[config.mk]
export PLATFORM = sky130hd
export DESIGN_NAME = fifo_wr_sched
export DESIGN_NICKNAME = d
export VERILOG_FILES = /design/src/rtl/fifo_pkg.sv /design/src/rtl/rr_arbiter.sv /design/src/rtl/fifo_wr_sched.sv
export SDC_FILE = /design/constraint.sdc
export NUM_CORES = 1
export LEC_CHECK = 0
export CORE_ASPECT_RATIO = 0.75
export CORE_MARGIN = 4
export CORE_UTILIZATION = 41
export CTS_CLUSTER_SIZE = 28
export DETAILED_ROUTE_END_ITERATION = 10
export PLACE_DENSITY = 0.78
export SLEW_MARGIN = 20
export SYNTH_ARGS = -nofsm -noshare
export SYNTH_HDL_FRONTEND = slang
export SYNTH_HIERARCHICAL = 1
export SYNTH_SLANG_ARGS = --single-unit
[constraint.sdc]
create_clock -name clk -period 5.1 [get_ports clk]
set_input_delay 1.53 -clock clk [delete_from_list [all_inputs] [get_ports clk]]
set_output_delay 1.53 -clock clk [all_outputs]
set_load 0.01 [all_outputs]
[src/rtl/fifo_pkg.sv]
// Shared constants and types for the FIFO write scheduler and its 512 x 8 storage array.
package fifo_pkg;
  localparam int DATA_WIDTH = 8;
  localparam int ADDR_WIDTH = 9;
  localparam int DEPTH      = 2 ** ADDR_WIDTH;

  // Pointers and occupancy both carry one extra bit: wrap flag / the value DEPTH itself.
  typedef logic [ADDR_WIDTH:0] ptr_t;
  typedef logic [ADDR_WIDTH:0] count_t;
endpackage

[src/rtl/rr_arbiter.sv]
// Round-robin arbiter: one-hot grant, scanning circularly from the requester after the last grant.
module rr_arbiter #(
  parameter int NUM_REQ = 4
) (
  input  logic               clk,
  input  logic               rst_n,
  input  logic               clr,
  input  logic               en,
  input  logic [NUM_REQ-1:0] req,
  output logic [NUM_REQ-1:0] gnt
);
  localparam int IW = (NUM_REQ > 1) ? $clog2(NUM_REQ) : 1;
  localparam logic [IW-1:0] LAST_INIT = IW'(NUM_REQ - 1);

  logic [IW-1:0] r_last;
  logic [IW-1:0] w_sel;
  logic          w_hit;

  // Two passes: first requesters above the last grant, then wrap around to the rest.
  always_comb begin
    w_hit = 1'b0;
    w_sel = r_last;
    for (int i = 0; i < NUM_REQ; i++) begin
      if (!w_hit && req[i] && (IW'(i) > r_last)) begin
        w_hit = 1'b1;
        w_sel = IW'(i);
      end
    end
    for (int i = 0; i < NUM_REQ; i++) begin
      if (!w_hit && req[i] && (IW'(i) <= r_last)) begin
        w_hit = 1'b1;
        w_sel = IW'(i);
      end
    end
    gnt = '0;
    for (int i = 0; i < NUM_REQ; i++) begin
      gnt[i] = en && w_hit && (w_sel == IW'(i));
    end
  end

  always_ff @(posedge clk or negedge rst_n) begin
    if (!rst_n) begin
      r_last <= LAST_INIT;
    end else if (clr) begin
      r_last <= LAST_INIT;
    end else if (|gnt) begin
      r_last <= w_sel;
    end
  end
endmodule

[src/rtl/fifo_wr_sched.sv]
// Write scheduler and pointer controller for the shared FIFO array: arbitrates producers onto
// the single write port, owns both pointers, occupancy, status and sticky error flags.
module fifo_wr_sched #(
  parameter int NUM_REQ    = 4,
  parameter int DATA_WIDTH = fifo_pkg::DATA_WIDTH,
  parameter int ADDR_WIDTH = fifo_pkg::ADDR_WIDTH,
  parameter int DEPTH      = fifo_pkg::DEPTH,
  parameter int AFULL_TH   = 496,
  parameter int AEMPTY_TH  = 16
) (
  input  logic                          clk,
  input  logic                          rst_n,
  input  logic                          flush,
  input  logic [NUM_REQ-1:0]            req,
  input  logic [NUM_REQ*DATA_WIDTH-1:0] req_data,
  output logic [NUM_REQ-1:0]            gnt,
  input  logic                          rd_req,
  output logic                          rd_ack,
  output logic                          w_en,
  output logic [DATA_WIDTH-1:0]         data_in,
  output logic [ADDR_WIDTH:0]           binary_wptr,
  output logic [ADDR_WIDTH:0]           binary_rptr,
  output logic                          full,
  output logic                          empty,
  output logic                          almost_full,
  output logic                          almost_empty,
  output logic [ADDR_WIDTH:0]           count,
  output logic                          ovf_err,
  output logic                          udf_err
);
  localparam int CW = ADDR_WIDTH + 1;

  if (DEPTH != (1 << ADDR_WIDTH)) begin : g_bad_depth
    $error("fifo_wr_sched: DEPTH must equal 2**ADDR_WIDTH");
  end

  logic [CW-1:0]      r_wptr, r_rptr, r_count, w_count_nxt;
  logic               r_afull, r_aempty, r_ovf, r_udf;
  logic               w_full, w_empty, w_wr, w_rd, w_arb_en;
  logic [NUM_REQ-1:0] w_gnt;

  // Status decodes from registered pointers only, so grant/ack never depend on this cycle's traffic.
  assign w_full  = (r_wptr[ADDR_WIDTH] != r_rptr[ADDR_WIDTH]) &&
                   (r_wptr[ADDR_WIDTH-1:0] == r_rptr[ADDR_WIDTH-1:0]);
  assign w_empty = (r_wptr == r_rptr);

  // Reset and flush both force the handshakes idle so nothing reaches the array.
  assign w_arb_en = rst_n && !flush && !w_full;
  assign w_rd     = rst_n && !flush && rd_req && !w_empty;
  assign w_wr     = |w_gnt;

  rr_arbiter #(.NUM_REQ(NUM_REQ)) u_arb (
    .clk   (clk),
    .rst_n (rst_n),
    .clr   (flush),
    .en    (w_arb_en),
    .req   (req),
    .gnt   (w_gnt)
  );

  always_comb begin
    data_in = '0;
    for (int i = 0; i < NUM_REQ; i++) begin
      if (w_gnt[i]) data_in = req_data[i*DATA_WIDTH +: DATA_WIDTH];
    end
  end

  always_comb begin
    w_count_nxt = r_count;
    if (w_wr && !w_rd)      w_count_nxt = r_count + CW'(1);
    else if (!w_wr && w_rd) w_count_nxt = r_count - CW'(1);
  end

  always_ff @(posedge clk or negedge rst_n) begin
    if (!rst_n) begin
      r_wptr   <= '0;
      r_rptr   <= '0;
      r_count  <= '0;
      r_afull  <= 1'b0;
      r_aempty <= 1'b1;
      r_ovf    <= 1'b0;
      r_udf    <= 1'b0;
    end else if (flush) begin
      r_wptr   <= '0;
      r_rptr   <= '0;
      r_count  <= '0;
      r_afull  <= 1'b0;
      r_aempty <= 1'b1;
      r_ovf    <= 1'b0;
      r_udf    <= 1'b0;
    end else begin
      if (w_wr) r_wptr <= r_wptr + CW'(1);
      if (w_rd) r_rptr <= r_rptr + CW'(1);
      r_count  <= w_count_nxt;
      r_afull  <= (w_count_nxt >= CW'(AFULL_TH));
      r_aempty <= (w_count_nxt <= CW'(AEMPTY_TH));
      if (|req && w_full)    r_ovf <= 1'b1;
      if (rd_req && w_empty) r_udf <= 1'b1;
    end
  end

  assign gnt          = w_gnt;
  assign w_en         = w_wr;
  assign rd_ack       = w_rd;
  assign binary_wptr  = r_wptr;
  assign binary_rptr  = r_rptr;
  assign full         = w_full;
  assign empty        = w_empty;
  assign almost_full  = r_afull;
  assign almost_empty = r_aempty;
  assign count        = r_count;
  assign ovf_err      = r_ovf;
  assign udf_err      = r_udf;
endmodule

==> flow_summary_export.csv, run 1 <==
group,metric,value,unit
flow_run,drv_cap,0,
critical_path,crit_fanout,7,
sta,finalMaxSlewViolations,0,
floorplanning,initial_core_util,42.3,%
yosys,syn_area_per_cell,8.70,sq um
pwr,p_leak,1.58,nW
critical_path,required,3570,ps
yosys,syn_nets,326,
pwr,power_density,208,mW/mm^2
clock_tree,cts.sinks,36,
placement,io_buffers,89,
clock_tree,clk_pin_slew,70,ps
yosys,yosys.cell_types.count,46,
yosys,synth-simple-area-share,26.4,%
route,routed_via_density,5.15,
pwr,comb_power_share,31.0,%
layout,fillerInstances,486,
critical_path,crit_type,"in2out",
clock_tree,cts_max_level,2,
critical_path,critPathArrivalTime,3520,ps
floorplanning,dieArea,0.00730,sq mm
route,vias,2393,
pwr,p_switching,0.233,mW
yosys,synth.area.mux_share,3.67,%
placement,place.detailed.hpwl,5.38,mm
sta,worst_pin_slew,464,ps
floorplanning,rows,24,
yosys,yosys.area_share.xor_xnor,12.5,%
grt,grt_overflow,0,
critical_path,critPathLaunchType,"primary input",
clock_tree,cts_tree,"done",
grt,grt_antenna_before_repair,0,
layout,register_area,905,sq um
sta,period_minus_slack,5050,ps
clock_tree,clockBufferDepth,2,
yosys,yosys_register_bits,36,
placement,gp_congestion,0.851,
pwr,sequentialPowerShare,41.8,%
hold_path,hp-class,"reg2reg",
sta,setup_viol,0,
layout,multiInputGateArea,0.00152,sq mm
route,wirelength,7.08,mm
clock_tree,cts_buffers,5,
yosys,ys.warnings.count,6,
grt,grt_pass1_vias,2306,
yosys,synth_top_family_by_area,"simple AND/OR/NAND/NOR gates",
floorplanning,die_x,97.3,um
sta,hold_viol,0,
grt,grt_first_pass_wirelength,11.2,mm
clock_tree,cts_hold_buffers,0,
layout,utilization,63.4,%
pwr,power_switching_share,30.5,%
pwr,internal-power,0.531,mW
layout,num_antenna_cells,0,
yosys,synth_compound_area_share,14.2,%
yosys,netlist_instances,282,
sta,skew,13.4,ps
sta,rsz0062_at_grt,"yes",
route,drc,0,
floorplanning,die_h,75.0,um
grt,grt_start_max_net_pins,38,
clock_tree,insertion_delay,280,ps
route,drtAntennaViolNets,0,
layout,final_layout_size_suffix_gt1_share,17.1,%
critical_path,cp-end-kind,"output port",
run_status,status,"completed",
pwr,power,0.764,mW
route,routedWlPerCell,15.2,um
clock_tree,root_buffer,"clkbuf_8",
yosys,syn_area,0.00245,sq mm
yosys,synth_seq_area_share,36.9,%
pwr,peakVddDrop,0.170,mV
floorplanning,ios,90,
route,first_pass_iters,4,
grt,track_usage,18.8,%
yosys,synth-adder-area-share,2.04,%
layout,synthToLayoutAreaGrowth,49.8,%
route,drtIter0Drc,88,
sta,slew_headroom,69.1,%
sta,fmax,198,MHz
floorplanning,core_area,0.00580,sq mm
layout,nNetsFinal,430,
sta,finalCritPeriodShare,99.1,%
pwr,clkPwrFrac,27.1,%
-- per-layer routing --
metal | share of wire, % | routed length, um | global-route usage (%)
met1 | 49 | 3450 | 27.1
met4 | 0.37 | 26 | 2.30
met3 | 3.7 | 263 | 4.07
met2 | 47 | 3340 | 30.4
met5 | 0 | 0 | 0
-- flip-flops by register name, indices dropped and copies added, names as in the netlist --
signal,count
binary_rptr,10
binary_wptr,10
count,10
u_arb/r_last,2
almost_empty,1
almost_full,1
ovf_err,1
udf_err,1
-- synth_stat cells, drive strengths merged --
cell    instances  area, sq um
nor2           39          146
and3            9         56.3
a211o           1         8.76
mux2i           9         90.1
dfrtp          33          826
a41o            1         10.0
a221oi          1         8.76
nand2b          3         21.3
a221o           1         10.0
dfstp           3         78.8
nor4            3         33.8
nor3b           2         15.0
nand4          10         68.8
nor3            7         40.0
nand3           4         20.0
or4             4         30.0
o31ai           1         7.51
or3             3         18.8
buf             4         35.0
xor2           17          149
nand3b          1         7.51
a31o            1         8.76
o21ai          16         83.8
o211a           1         10.0
a21oi          22          110
xnor2          18          158
nor2b           4         25.0
ha              4         50.1
o41ai           1         27.5
nor4b           1         23.8
a22oi           7         52.6
o311a           1         10.0
nand2          30          115
inv             7         26.3
nor4bb          1         25.0
clkbuf         12         45.0
-- final cells by class --
cell class / instances / share of cell area, %
multi-input cells: 223 / 41.5
clock buffers: 7 / 2.35
well taps: 78 / 2.66
clock inverters: 1 / 0.204
repair buffers: 113 / 28.0
flip-flops and latches: 36 / 24.6
inverters: 7 / 0.715
-- critical path, stage by stage --
cell           delay (ps)
dlygate4sd2_1         270
buf_4                 150
o41ai_4               320
buf_4                 190
nor3_2                 50
nor2b_2               150
buf_4                 160
a22oi_2               140
nor2_1                 60
a21oi_1               120
o21ai_1                70
dlygate4sd2_1         280
-- power groups by stage --
stage | registers, mW | clock network (mW) | logic [mW]
6_report | 0.320 | 0.207 | 0.237
5_1_grt | 0.322 | 0.227 | 0.259
4_1_cts | 0.319 | 0.213 | 0.235
3_5_place_dp | 0.324 | 0 | 0.234
3_3_place_gp | 0.323 | 0 | 0.229
2_1_floorplan | 0.319 | 0 | 0.123
-- through the flow --
stage	instances	setup WS [ps]	hold WS, ps	setup TNS (ps)	instance area (sq um)
2_1_floorplan	282	36.4	526	0	2470
3_3_place_gp	454	-469	483	-4270	3530
3_5_place_dp	454	-581	495	-5320	3530
4_1_cts	464	4.78	514	0	3660
5_1_grt	465	-45.9	560	-96.4	3670
6_report	465	45.9	505	0	3670
-- cells by family after synthesis --
| group | Yosys count |
|---|---|
| buffers and inverters | 23 |
| AND/OR/NAND/NOR | 121 |
| XOR/XNOR | 35 |
| adder cells (fa/ha/maj) | 4 |
| flip-flops | 36 |
| AO/OA/AOI/OAI | 54 |
| multiplexers | 9 |
-- repair_timing --
item	CTS	global route
cloned	1	0
resized for setup	28	22
pin swaps	3	3
setup buffers	1	1
endpoints found under the setup margin	13	9
-- path summary, 6_finish.rpt --
path                           startpoint         endpoint  slack [ps]  cells after the start
setup / recovery                   req[2]       data_in[5]          50                     12
hold / removal                    udf_err          udf_err         500                      2
setup reg to reg           binary_rptr[4]     almost_empty        1090                     18
hold reg to reg                   udf_err          udf_err         500                      2
max in group asynchronous           rst_n  u_arb/r_last[1]        3360                      2
min in group asynchronous           rst_n      almost_full        1380                      2
-- placed cells by master (no fill, tap or decap), drive strengths merged, types with 2 or more instances in the layout --
cell           netlist  routed
clkdlybuf4s50        0      73
ha                   4       4
clkdlybuf4s15        0       2
inv                  7       7
a21oi               22      22
dlygate4sd2          0       5
nor2                39      39
dfrtp               33      33
o21ai               16      16
nand2               30      30
or4                  4       4
a22oi                7       7
nor3                 7       7
dfstp                3       3
nor3b                2       2
nor2b                4       4
nand2b               3       3
mux2i                9       9
and3                 9       9
nand4               10      10
xor2                17      17
nor4                 3       3
xnor2               18      18
buf                  4      25
clkbuf              12      15
nand3                4       4
or3                  3       3
(Power assumes the default switching activity.)
==> run 2: changes to the inputs <==
--- a/config.mk
+++ b/config.mk
@@ -10,2 +10,3 @@
 export CORE_UTILIZATION = 41
+export CTS_CLUSTER_DIAMETER = 80
 export CTS_CLUSTER_SIZE = 28
==> constraint.sdc (replaced) <==
create_clock -name clk -period 5.1 [get_ports clk]
set_input_delay 0.765 -clock clk [delete_from_list [all_inputs] [get_ports clk]]
set_output_delay 0.765 -clock clk [all_outputs]
set_load 0.01 [all_outputs]
==> flow_summary_export.csv, run 2 (synthesis gave the netlist of run 1 again) <==
group,metric,value,unit
run_status,status,"completed",
critical_path,worst_r2r_endpoint,"almost_empty",
flow_run,drv_cap,0,
clock_tree,cts_max_level,2,
grt,grt_start_max_net_pins,38,
placement,place.detailed.hpwl,5.04,mm
floorplanning,rows,24,
hold_path,min_path_cells,2,
hold_path,hp-class,"reg2reg",
critical_path,required,4340,ps
clock_tree,postCtsResizedCells,0,
sta,setup_viol,0,
layout,num_antenna_cells,0,
floorplanning,ios,90,
sta,skew,9.68,ps
floorplanning,die_h,75.0,um
floorplanning,core_area,0.00580,sq mm
clock_tree,post_cts_buffers,0,
clock_tree,clockBufferDepth,2,
sta,finalWorstSetupSlack,454,ps
sta,fmax,215,MHz
floorplanning,die_x,97.3,um
critical_path,critPathArrivalTime,3880,ps
sta,period_minus_slack,4650,ps
critical_path,reg2reg_depth,16,
layout,multiInputGateArea,0.00144,sq mm
sta,worst_pin_slew,798,ps
critical_path,timing.rr.start,"binary_rptr[6]",
critical_path,crit_type,"reg2out",
critical_path,critPathLaunchType,"register",
layout,fillerInstances,512,
layout,nNetsFinal,413,
pwr,p_leak,1.46,nW
route,wirelength,6.76,mm
grt,grt_pass1_vias,2196,
grt,grt_overflow,0,
route,routedWlPerCell,15.1,um
clock_tree,cts_tree,"done",
floorplanning,initial_core_util,42.3,%
clock_tree,insertion_delay,290,ps
layout,final_layout_size_suffix_gt1_share,7.84,%
clock_tree,clk_pin_slew,80,ps
grt,grt_antenna_before_repair,0,
sta,slew_headroom,46.3,%
layout,register_area,905,sq um
sta,finalCritPeriodShare,91.1,%
sta,hold_viol,0,
critical_path,crit_fanout,12,
pwr,power_density,215,mW/mm^2
floorplanning,dieArea,0.00730,sq mm
sta,rsz0062_at_grt,"no",
sta,finalMaxSlewViolations,0,
sta,setup_tns,0,ps
clock_tree,root_buffer,"clkbuf_8",
grt,track_usage,18.7,%
layout,layout_common_cells,"clkdlybuf4s50_1, nor2_1, dfrtp_1",
route,routed_via_density,5.22,
critical_path,cp-end-kind,"output port",
placement,preCtsSetupSlack,620,ps
grt,grt_first_pass_wirelength,11.0,mm
clock_tree,cts.sinks,36,
layout,synthToLayoutAreaGrowth,42.8,%
route,drc,0,
route,drtIter0Drc,154,
placement,gp_congestion,0.915,
hold_path,hold_path_end,"udf_err",
route,vias,2339,
hold_path,min_from,"udf_err",
critical_path,r2r_slack,690,ps
pwr,peakVddDrop,0.212,mV
clock_tree,cts_hold_buffers,0,
placement,io_buffers,89,
route,drtAntennaViolNets,0,
route,first_pass_iters,4,
clock_tree,cts_buffers,5,
layout,layout_commonest_cell,"clkdlybuf4s50_1",
-- run 2: cell types whose count changed in the layout (fill, tap and decap cells not counted), moves of 2 or more --
cell,change
buf_4,-15
nor2_1,+2
clkbuf_2,-8
buf_6,-2
nor2_4,-2
a21oi_1,+2
o21ai_0,+8
a21oi_2,-2
o21ai_1,-7
dlygate4sd2_1,-5
clkdlybuf4s50_1,+15
-- run 2: report_power, final --
part           internal [mW]  switching, mW
Sequential             0.298         0.0200
Clock                  0.110          0.102
Combinational          0.117          0.106
-- run 2: through the flow --
stage	instances	utilization (%)	total power [mW]	area, sq um	hold slack [ps]
finish	448	60.4	0.754	3500	513
detailed placement	440	58.8	0.546	3410	497
floorplan	282	-	0.439	2450	469
global placement	440	58.8	0.540	3410	478
global route	448	60.4	0.801	3500	556
CTS	448	60.4	0.759	3500	523
-- run 2: layout make-up --
type	instances	share of cell area [%]
inverters	7	0.750
flip-flops and latches	36	25.8
well taps	78	2.79
clock inverters	1	0.214
multi-input cells	223	41.2
clock buffers	7	2.47
repair buffers	96	26.8
-- run 2: worst max-delay path by stage --
stage,startpoint,end,cells past startpoint
CTS,binary_wptr[4],data_in[0],13
global placement,req[2],data_in[0],11
floorplan,flush,data_in[5],12
finish,binary_rptr[6],data_in[0],13
global route,binary_rptr[2],data_in[0],13
detailed placement,req[2],data_in[0],11
-- run 2: metal layers --
layer  vias to the layer above  routed length (um)  GRT usage, %
met1                      1098                3360          27.3
met5                         -                   0             0
met2                        73                2910          28.0
li1                       1162                   -             -
met3                         6                 452          5.09
met4                         0                  44          4.30
-- run 2: worst max-delay path, stage by stage (launching register included) --
cell and delay (ps):
dfrtp_1 460, xnor2_1 200, nand4_2 160, nor4_1 740, nor3b_1 230, o41ai_4 150, nor3_1 80, buf_4 190
nor2b_1 370, a22oi_1 140, nor2_1 120, a21oi_1 40, o21ai_0 140, clkdlybuf4s50_1 560
==> RTL edit: new RTL, flow settings as in run 1 <==
The package constant `DATA_WIDTH` goes from 8 to 7.
--- a/src/rtl/fifo_pkg.sv
+++ b/src/rtl/fifo_pkg.sv
@@ -2,3 +2,3 @@
 package fifo_pkg;
-  localparam int DATA_WIDTH = 8;
+  localparam int DATA_WIDTH = 7;
   localparam int ADDR_WIDTH = 9;
Ports: changed (resized data_in and req_data); port bits go from 90 to 85. The function was not compared with the original's and may differ.
==> RTL edit against run 1 <==
Sequential power decreased by 2%; non-clock buffer count fell by 3; clock skew shrank 0.00073 ns; design area is 1.1% lower; register-to-register slack gained 0.13 ns; first-iteration DRC count is 59% higher; total power grew 4.6%; sequential cell count stayed put; wire length decreased by 0.28%; worst setup slack improved by 0.059 ns; area after synthesis down 1.2%.
==> RTL edit: results (changes against run 1) <==
metric	value	unit	change
later-pin clock latency in the skew report	0.29	ns	
first-pass GRT wire length	11650	um	+3.7%
Crit Reg-Reg Startpoint	binary_wptr[6]		
Hold Crit Start	ovf_err		
Initial DRC Count	140		+59%
synthesis warning total	6		unchanged
Clock Tree Root	clkbuf_8		
Post-Synthesis Net Count	318		-2.5%
Fillers	462		-4.9%
Worst Clk Skew	0.01266	ns	-0.0007282 ns
Top delay family on crit path	buffers and inverters		
Clock Pin Slew Worst Setup and Hold Paths	0.08	ns	
Total Routed Length	7058	um	-0.28%
post-synth cell types	55		+20%
status	complete, no violations		
CTS Buffer Depth	2		unchanged
worst hold path endpoint	ovf_err		
worst r2r dst	almost_full		
WHS Path Cells	2		unchanged
TritonCTS Buffers	5		unchanged
Fin Hold WS	0.5036	ns	-0.0009350 ns
Port Buffers	84		-5.6%
WP data arrival	3.46	ns	-0.06 ns
VDD IR max	0.1693	mV	-0.44%
post-synthesis sequential area ratio	37.33	%	+0.44 points
Post-synth ARST share	100.0	%	unchanged
fraction of layout cells with a size suffix above 1	16.97	%	-0.083 points
R2R depth	18		unchanged
antenna cells	0		unchanged
R2R setup slack	1.22	ns	+0.13 ns
Via density	5.258		+2.2%
antenna violations before repair	0		unchanged
Synth area leaders	dfrtp_1 (34%), xnor2_1 (6.9%), nor2_1 (6.0%), xor2_1 (5.4%), a21oi_1 (4.3%)		
Final #Nets	422		-1.9%
hpwl dp	5241	um	-2.7%
critical path peak fanout	15		+8
HP Class	reg2reg		
Slowest Stage Delay on Critical Path	0.54	ns	+0.22 ns
Placement Setup Slack	-0.5086	ns	+0.07192 ns
number of global-route vias before repair	2320		+0.61%
synth cell count leaders	nor2_1 (39), dfrtp_1 (33), nand2_1 (28)		
Detailed Routing Iterations Pass 1	4		unchanged
slowest cell on the critical path	clkdlybuf4s50_1		
CTS HTree Levels	2		unchanged
GPL Wtd Cong	0.9006		+5.8%
P_leak	0.001526	uW	-3.6%
largest net degree at the start of global routing	38		unchanged
max_slew headroom	68.26	%	-0.81 points
GRT Total Usage	19.54	%	+0.74 points
## RTL edit: cell types whose count changed in the layout (fill, tap and decap cells not counted), moves of 3 or more
cell                    run 1  this run
mux2i_1                     9         2
o21ai_0                     5        13
o21ai_1                     9         3
clkbuf_2                    8         2
or4_1                       4         1
clkdlybuf4s50_1            73        70
nor3_1                      5         1
## RTL edit: cell type report
cell class	count	share of cell area [%]
clock buffers	5	1.894
clock inverters	3	1.171
inverters	9	0.9298
multi-input cells	220	40.46
flip-flops and latches	36	24.90
well taps	75	2.583
repair buffers	110	28.06
## RTL edit: worst register-to-register path: stages (launching register included)
cell and delay [ns]:
dfrtp_1 0.45, xnor2_1 0.19, nand3_1 0.13, nor4b_1 0.31, buf_4 0.19, nor3b_2 0.06, o41ai_4 0.08, a211o_1 0.25
nor2_2 0.07, buf_12 0.15, nor4_4 0.26, buf_4 0.18, buf_4 0.12, nand2_1 0.05, or3_1 0.32, o31a_1 0.26
xor2_1 0.15, or3_1 0.35, o31ai_2 0.21
## RTL edit: cell families after synthesis
| family | count (synthesis) | share of synthesized area [%] |
|---|---|---|
| AND/OR/NAND/NOR | 116 | 24.63 |
| adder cells (fa/ha/maj) | 4 | 2.065 |
| AO/OA/AOI/OAI | 63 | 18.22 |
| flip-flops | 36 | 37.33 |
| buffers and inverters | 22 | 3.975 |
| multiplexers | 2 | 0.8261 |
| XOR/XNOR | 35 | 12.96 |
## RTL edit: worst max-delay path by stage
stage | slack [ns] | to | startpoint
floorplan | 0.02 | w_en | flush
global placement | -0.42 | data_in[0] | req[3]
detailed placement | -0.51 | data_in[5] | req[3]
CTS | 0.08 | data_in[3] | req[3]
global route | 0.002 | data_in[3] | flush
finish | 0.11 | gnt[3] | flush
## RTL edit: routing by layer
layer / share of wire [%] / up-vias / global-route usage [%]
met5: 0 / - / 0
met2: 46 / 65 / 30.05
met4: 1.6 / 0 / 4.206
met3: 4.4 / 11 / 4.311
met1: 48 / 1145 / 28.48
li1: - / 1187 / -
## RTL edit: power breakdown
part,internal [uW],switching (uW)
logic,118,115
registers,298,17.0
clock network,145,107
total,561,239
## RTL edit: timing repair
item                                    4_1_cts  5_1_grt
endpoints found under the setup margin       11        7
resized for setup                            28        7
pin swaps                                     4        4
buffers inserted                              2        0
## RTL edit: stage by stage
step | setup TNS, ns | cell area (um2) | std cells
2_1_floorplan | 0 | 2431 | 278
3_3_place_gp | -3.427 | 3497 | 448
3_5_place_dp | -3.819 | 3497 | 448
4_1_cts | 0 | 3636 | 458
5_1_grt | 0 | 3633 | 458
6_report | 0 | 3633 | 458
